**src/rtl/uart_tx_arbiter_if.sv**
```systemverilog
// Requester and transmitter signals of the rs232_tx share arbiter.
// master is the surrounding fabric, slave is the arbiter.
interface uart_tx_arbiter_if #(
  parameter int DATA_W = 8
);
  logic              req0;
  logic              en0;
  logic [DATA_W-1:0] data0;
  logic              busy0;
  logic              req1;
  logic              en1;
  logic [DATA_W-1:0] data1;
  logic              busy1;
  logic [DATA_W-1:0] tx_data;
  logic              tx_enable;
  logic              tx_ready;
  logic [1:0]        grant;
  logic              line_busy;
  logic              collision;
  logic              timeout;

  modport master (
    output req0, en0, data0,
    output req1, en1, data1,
    output tx_ready,
    input  busy0, busy1,
    input  tx_data, tx_enable,
    input  grant, line_busy,
    input  collision, timeout
  );

  modport slave (
    input  req0, en0, data0,
    input  req1, en1, data1,
    input  tx_ready,
    output busy0, busy1,
    output tx_data, tx_enable,
    output grant, line_busy,
    output collision, timeout
  );
endinterface

```
**src/rtl/uart_tx_arbiter.sv**
```systemverilog
// Packet-level round-robin share of one rs232_tx between two byte streams,
// with per-grant inactivity timeout and local line occupancy tracking.
module uart_tx_arbiter #(
  parameter int DATA_W  = 8,
  parameter int TIMEOUT = 50000,
  parameter int TMO_W   = 16
) (
  input  logic clk,
  input  logic rst,
  uart_tx_arbiter_if.slave bus
);
  typedef enum logic [1:0] {
    IDLE,
    GRANTED,
    RELEASE
  } state_t;

  localparam logic [TMO_W-1:0] TMO_MAX = TMO_W'(TIMEOUT - 1);

  state_t            state, state_n;
  logic [1:0]        grant_q, grant_n;
  logic              last_q, last_n;
  logic [TMO_W-1:0]  tmo_q, tmo_n;
  logic [DATA_W-1:0] data_q;
  logic              enable_q;
  logic              line_q;
  logic              col_q;
  logic              tmo_pulse_q;

  logic              held;
  logic              busy0, busy1;
  logic              acc0, acc1, acc;
  logic              drop;
  logic              idle_cnt;
  logic              expire;
  logic              owner_req;
  logic [DATA_W-1:0] data_sel;

  assign held  = (state == GRANTED);
  assign busy0 = ~(held & grant_q[0]) | line_q;
  assign busy1 = ~(held & grant_q[1]) | line_q;

  assign acc0 = bus.en0 & ~busy0;
  assign acc1 = bus.en1 & ~busy1;
  assign acc  = acc0 | acc1;
  assign drop = (bus.en0 & busy0) | (bus.en1 & busy1);

  assign data_sel  = acc1 ? bus.data1 : bus.data0;
  assign idle_cnt  = held & ~line_q & ~acc;
  assign expire    = idle_cnt & (tmo_q == TMO_MAX);
  assign owner_req = (grant_q[0] & bus.req0)
                   | (grant_q[1] & bus.req1);

  always_comb begin
    state_n = state;
    grant_n = grant_q;
    last_n  = last_q;
    tmo_n   = '0;
    unique case (state)
      IDLE: begin
        if (bus.req0 | bus.req1) begin
          state_n = GRANTED;
          // last holds the previous owner: 1 means port 1
          if (bus.req0 & bus.req1)
            grant_n = last_q ? 2'b01 : 2'b10;
          else
            grant_n = bus.req0 ? 2'b01 : 2'b10;
        end
      end
      GRANTED: begin
        if (expire | ~owner_req)
          state_n = RELEASE;
        else if (idle_cnt)
          tmo_n = tmo_q + 1'b1;
      end
      RELEASE: begin
        if (~line_q) begin
          state_n = IDLE;
          grant_n = 2'b00;
          last_n  = grant_q[1];
        end
      end
      default: state_n = IDLE;
    endcase
  end

  always_ff @(posedge clk or negedge rst) begin
    if (!rst) begin
      state       <= IDLE;
      grant_q     <= 2'b00;
      last_q      <= 1'b1;
      tmo_q       <= '0;
      data_q      <= '0;
      enable_q    <= 1'b0;
      line_q      <= 1'b0;
      col_q       <= 1'b0;
      tmo_pulse_q <= 1'b0;
    end else begin
      state       <= state_n;
      grant_q     <= grant_n;
      last_q      <= last_n;
      tmo_q       <= tmo_n;
      enable_q    <= acc;
      col_q       <= drop;
      tmo_pulse_q <= expire;
      if (acc)
        data_q <= data_sel;
      if (acc)
        line_q <= 1'b1;
      else if (bus.tx_ready)
        line_q <= 1'b0;
    end
  end

  assign bus.busy0     = busy0;
  assign bus.busy1     = busy1;
  assign bus.tx_data   = data_q;
  assign bus.tx_enable = enable_q;
  assign bus.grant     = grant_q;
  assign bus.line_busy = line_q;
  assign bus.collision = col_q;
  assign bus.timeout   = tmo_pulse_q;
endmodule

```
**src/flat_wrapper.sv**
```systemverilog
// flat-port wrapper written by rule: the top's interface ports become plain ports
module uart_tx_arbiter_flat 
#(
  parameter int DATA_W  = 8,
  parameter int TIMEOUT = 50000,
  parameter int TMO_W   = 16
)
  (clk, rst, bus_req0, bus_en0, bus_data0, bus_req1, bus_en1, bus_data1, bus_tx_ready, bus_busy0, bus_busy1, bus_tx_data, bus_tx_enable, bus_grant, bus_line_busy, bus_collision, bus_timeout);
  uart_tx_arbiter_if #(.DATA_W(DATA_W)) bus_i ();
  input  logic clk;
  input  logic rst;
  input wire logic [$bits(bus_i.req0)-1:0] bus_req0;
  input wire logic [$bits(bus_i.en0)-1:0] bus_en0;
  input wire logic [$bits(bus_i.data0)-1:0] bus_data0;
  input wire logic [$bits(bus_i.req1)-1:0] bus_req1;
  input wire logic [$bits(bus_i.en1)-1:0] bus_en1;
  input wire logic [$bits(bus_i.data1)-1:0] bus_data1;
  input wire logic [$bits(bus_i.tx_ready)-1:0] bus_tx_ready;
  output wire logic [$bits(bus_i.busy0)-1:0] bus_busy0;
  output wire logic [$bits(bus_i.busy1)-1:0] bus_busy1;
  output wire logic [$bits(bus_i.tx_data)-1:0] bus_tx_data;
  output wire logic [$bits(bus_i.tx_enable)-1:0] bus_tx_enable;
  output wire logic [$bits(bus_i.grant)-1:0] bus_grant;
  output wire logic [$bits(bus_i.line_busy)-1:0] bus_line_busy;
  output wire logic [$bits(bus_i.collision)-1:0] bus_collision;
  output wire logic [$bits(bus_i.timeout)-1:0] bus_timeout;
  assign bus_i.req0 = bus_req0;
  assign bus_i.en0 = bus_en0;
  assign bus_i.data0 = bus_data0;
  assign bus_i.req1 = bus_req1;
  assign bus_i.en1 = bus_en1;
  assign bus_i.data1 = bus_data1;
  assign bus_i.tx_ready = bus_tx_ready;
  assign bus_busy0 = bus_i.busy0;
  assign bus_busy1 = bus_i.busy1;
  assign bus_tx_data = bus_i.tx_data;
  assign bus_tx_enable = bus_i.tx_enable;
  assign bus_grant = bus_i.grant;
  assign bus_line_busy = bus_i.line_busy;
  assign bus_collision = bus_i.collision;
  assign bus_timeout = bus_i.timeout;
  uart_tx_arbiter #(.DATA_W(DATA_W), .TIMEOUT(TIMEOUT), .TMO_W(TMO_W)) u_core (.clk(clk), .rst(rst), .bus(bus_i));
endmodule
```
**config.mk**
```make
export PLATFORM = sky130hd
export DESIGN_NAME = uart_tx_arbiter_flat
export DESIGN_NICKNAME = d
export VERILOG_FILES = /design/src/rtl/uart_tx_arbiter_if.sv /design/src/rtl/uart_tx_arbiter.sv /design/src/flat_wrapper.sv
export SDC_FILE = /design/constraint.sdc
export NUM_CORES = 1
export LEC_CHECK = 0
export ABC_CLOCK_PERIOD_IN_PS = 1900
export CORE_ASPECT_RATIO = 0.8
export CORE_MARGIN = 4
export CORE_UTILIZATION = 43
export DETAILED_ROUTE_END_ITERATION = 7
export GPL_TIMING_DRIVEN = 1
export PLACE_DENSITY = 0.71
export SYNTH_ARGS = -nofsm -noshare
export SYNTH_HDL_FRONTEND = slang
export SYNTH_SLANG_ARGS = --single-unit
```
**constraint.sdc**
```tcl
create_clock -name clk -period 1.9 [get_ports clk]
set_clock_uncertainty 0.1 [all_clocks]
set_input_delay 0.19 -clock clk [delete_from_list [all_inputs] [get_ports clk]]
set_output_delay 0.19 -clock clk [all_outputs]
set_load 0.1 [all_outputs]
```
==> results.md <==
Run status:
- The run finished with clean final reports.

Clocking:
- Gates resized during post-CTS repair numbered 0.
- Counting the buffers created by CTS gives 5.
- The deepest clock path buffer count is 2.
- The H-tree generated during clock tree synthesis spans 2 levels.
- The later-pin clock latency in the skew report is 270 ps.
- The CTS root buffer is sky130_fd_sc_hd__clkbuf_8.
- After clock tree synthesis, the clock-pin slew on the worst setup and hold paths is 60 ps.
- The clock drives 33 sinks.
- Once the clock tree was built, the setup fixing pass inserted 0 buffers.
- TritonCTS built the clock tree.
- Hold repair after CTS inserted 0 buffers.

Worst setup path:
- Along the worst path, the maximum fanout reaches 8.
- For the worst setup path, the data required time is 1610 ps.
- The kind of launch point of the worst setup path is a flop.
- For the worst flop-to-flop path, the logic depth is 5.
- The endpoint of the lowest-slack register-to-register path is u_core.tmo_q[2].
- The delay of the slowest cell on the worst path is 480 ps.
- At the worst endpoint, the arrival time is 1500 ps.
- The reg-to-reg setup timing slack is 150 ps.
- The type of the setup path with the least slack is flop to output port.
- The kind of end point of the critical path is an output port.
- The highest-delay cell along the critical path is sky130_fd_sc_hd__dfrtp_1.
- The signal on the critical path passes through nor4bb_1, inv_2, buf_12.
- The reg-to-reg startpoint is u_core.tmo_q[0].

Floorplanning:
- The width of the die is 76.3 um.
- After floorplanning, the core was sized to cover approximately 0.0035 mm^2.
- The initial cell density of the core is 45.7%.
- Pin placement for this block handled 39 I/O pins.
- The placement row count is 19.
- The die outline height is 62.7 um.
- The area of the die is 0.00478 mm^2.

Synth:
- By area, the combinational part of the netlist is dominated by simple AND/OR/NAND/NOR gates.
- The count of flip-flops with a built-in enable after synthesis is 0.
- The post-synthesis area per instance is 10.2 um^2.
- The synthesized netlist devotes 8.72% of its cell area to compound gates.
- Counting every net in the synthesized netlist gives 181.
- Yosys mapped the design onto 38 distinct sky130hd cell types.
- The synthesized netlist devotes under 10% of its cell area to XOR and XNOR gates.
- Counting flops and latches in the post-synthesis netlist gives 33.
- The synthesized netlist devotes between 20% and 30% of its cell area to simple gates.
- Summing the sequential cell areas from Yosys gives 51.5% of the chip area.
- The post-synthesis mux area share is 5.69%.
- The Yosys step of the flow raised 0 warnings.
- The synthesized cell area is 0.00161 mm^2.
- The synthesized-area fraction occupied by adder cells is 0.779%.
- After technology mapping, the gate count stands at 157.
- In the synthesized netlist the dominant register cell turns out to be sky130_fd_sc_hd__dfrtp_1.
- The post-synthesis async set-or-reset flop share is 100%.

Finish:
- The top cell types in the final layout, fill and taps aside, are sky130_fd_sc_hd__dfrtp_1 (29), sky130_fd_sc_hd__nor2_1 (28), sky130_fd_sc_hd__clkdlybuf4s50_1 (22).
- The multi-input combinational cells in the finished layout cover a total of approximately 730 um^2.
- Counting the fill cells in the layout gives 290.
- Leaving out fill and tap cells, the most frequent cell in the layout is sky130_fd_sc_hd__dfrtp_1.
- Across the whole layout, storage elements account for between 800 and 900 um^2.
- The filler-free cell count of the finished design is 245.
- The share of layout cells above drive strength 1 is 19.7%.
- Compared with the post-synthesis result, the final layout area differs by 32.8%.
- The number of antenna repair diodes is 0.
- After the last flow step, the layout net total stands at approximately 230.

Routing:
- The antenna violation net count after detailed routing is 0.
- For this run, design rule violations remaining after detail routing come to 0.
- The first detailed-routing pass took 5 iterations.
- The total length of routed wires is 3.51 mm.
- In the final routed layout, each cell accounts on average for 14.3 um.
- The total via count in the routed design is 1300.
- The via count normalized by instance count is 5.31.
- After the first detailed-routing iteration, the DRC count stood at 41.

STA:
- Setup repair after global routing left no endpoint under its margin.
- Adding up every negative setup slack in the final design gives 0 ps.
- The worst path uses 94.0% of the clock period.
- The number of pins with negative max-slew slack in the final report is 0.
- The shortest clock period the worst path allows after layout is between 1500 and 2000 ps.
- After layout, the worst setup slack is between 100 and 150 ps.
- Setup violations remaining at the end of the flow were counted as 0.
- The normalized max-slew margin is about 60%.
- The count of endpoints failing hold in the final timing report is 0.
- For the pin with the worst max-slew slack, the measured transition is 590 ps.
- The maximum achievable frequency is between 500 and 600 MHz.

Global routing:
- Entering global routing, the biggest net connects 34 pins.
- The number of antenna violations at the first check in global routing is 0.
- The global routing usage summed across all routing layers is between 15 and 20%.
- The total global routing overflow is 0.
- The first global-routing pass estimated around 6 mm of wire.
- The number of global-route vias before repair is between 1000 and 1500.

Worst hold path:
- In this run the worst hold path is classified as input port to asynchronous set/reset pin.

Placement:
- The final estimated routing congestion in global placement is 0.887.
- The count of buffers added on input and output ports is 38.
- The placement-stage worst setup slack is slightly below 100 ps.
- Summed over all nets, the half-perimeter wirelength after detailed placement is 2.66 mm.
- The cell count after placement is 237.

Power:
- In this run the static leakage power is 0.857 nW.
- Summing internal, switching and leakage power gives between 3 and 4 mW.
- Power spread over the standard cell area amounts to 1520 mW/mm^2.
- The maximum vdd drop is 0.962 mV.

Flow run:
- Max-cap violations in this run came to 0.
## worst max path at each step
stage | startpoint | to | slack, ps
2_1_floorplan | u_core.bus.line_busy | u_core.bus.collision | 30
3_3_place_gp | bus_req0 | u_core.tmo_q[15] | 210
5_1_grt | u_core.tmo_q[0] | u_core.tmo_q[14] | 30
4_1_cts | u_core.state[1] | bus_busy0 | 120
3_5_place_dp | bus_req0 | u_core.tmo_q[15] | 100
6_report | u_core.state[1] | bus_busy0 | 110
## worst max-delay path: cells and delay by family (launching register included)
family,cells,cell delay [ps]
DFF,1,480
and+or+nand+nor,1,460
buffers and inverters,2,280
## power breakdown
group	total [mW]	internal (mW)	switching [mW]	leakage (nW)
registers	1.03	0.876	0.152	0.421
logic	1.69	0.421	1.27	0.391
clock network	0.521	0.295	0.226	0.0455
## cells in the mapped netlist, types with 2 or more instances
| cell | n | area share, % |
|---|---|---|
| sky130_fd_sc_hd__inv_1 | 8 | 1.9 |
| sky130_fd_sc_hd__nand3_1 | 7 | 2.2 |
| sky130_fd_sc_hd__mux2i_1 | 8 | 5.0 |
| sky130_fd_sc_hd__nand2_1 | 9 | 2.1 |
| sky130_fd_sc_hd__nor4_1 | 2 | 0.78 |
| sky130_fd_sc_hd__nor2_1 | 28 | 6.5 |
| sky130_fd_sc_hd__buf_2 | 4 | 1.2 |
| sky130_fd_sc_hd__a21oi_1 | 9 | 2.8 |
| sky130_fd_sc_hd__nor4bb_1 | 2 | 1.2 |
| sky130_fd_sc_hd__o21ai_0 | 3 | 0.93 |
| sky130_fd_sc_hd__xor2_1 | 2 | 1.1 |
| sky130_fd_sc_hd__xnor2_1 | 11 | 6.0 |
| sky130_fd_sc_hd__dfrtp_1 | 32 | 50 |
| sky130_fd_sc_hd__nor3_1 | 6 | 1.9 |
| sky130_fd_sc_hd__nand4_2 | 3 | 2.3 |
## state kept, by name (all words and copies together), names as in the netlist
register / count
u_core.tmo_q: 16
u_core.bus.tx_data: 8
u_core.bus.grant: 2
u_core.state: 2
u_core.bus.collision: 1
u_core.bus.line_busy: 1
u_core.bus.timeout: 1
u_core.bus.tx_enable: 1
u_core.last_q: 1
## logic make-up after synthesis
logic type,after synthesis
flops,33
xor+xnor,13
compound gates,22
buf+inv,12
mux,9
simple gates,67
fa+ha+maj,1
## final cells by class
class	instances	share of cell area (%)
tap	42	2.46
timing repair buffer	42	18.5
multi-input combinational	112	34.3
inverter	8	1.41
sequential	33	39.1
clock buffer	8	4.22
## routing by layer
metal / vias to the layer above / track usage, % / part of all wire [%]
met4: 0 / 4.98 / 0.54
met1: 631 / 20.2 / 46
li1: 635 / - / -
met2: 32 / 24.6 / 49
met5: - / 0 / 0
met3: 2 / 4.32 / 3.9
## stage by stage
stage	hold WS (ps)	utilization [%]	cell area, um^2
3_3_place_gp	417	58.1	2040
6_report	215	60.6	2130
2_1_floorplan	-206	-	1620
4_1_cts	222	60.6	2130
3_5_place_dp	429	58.1	2040
5_1_grt	251	60.6	2130
(Power assumes the default switching activity.)
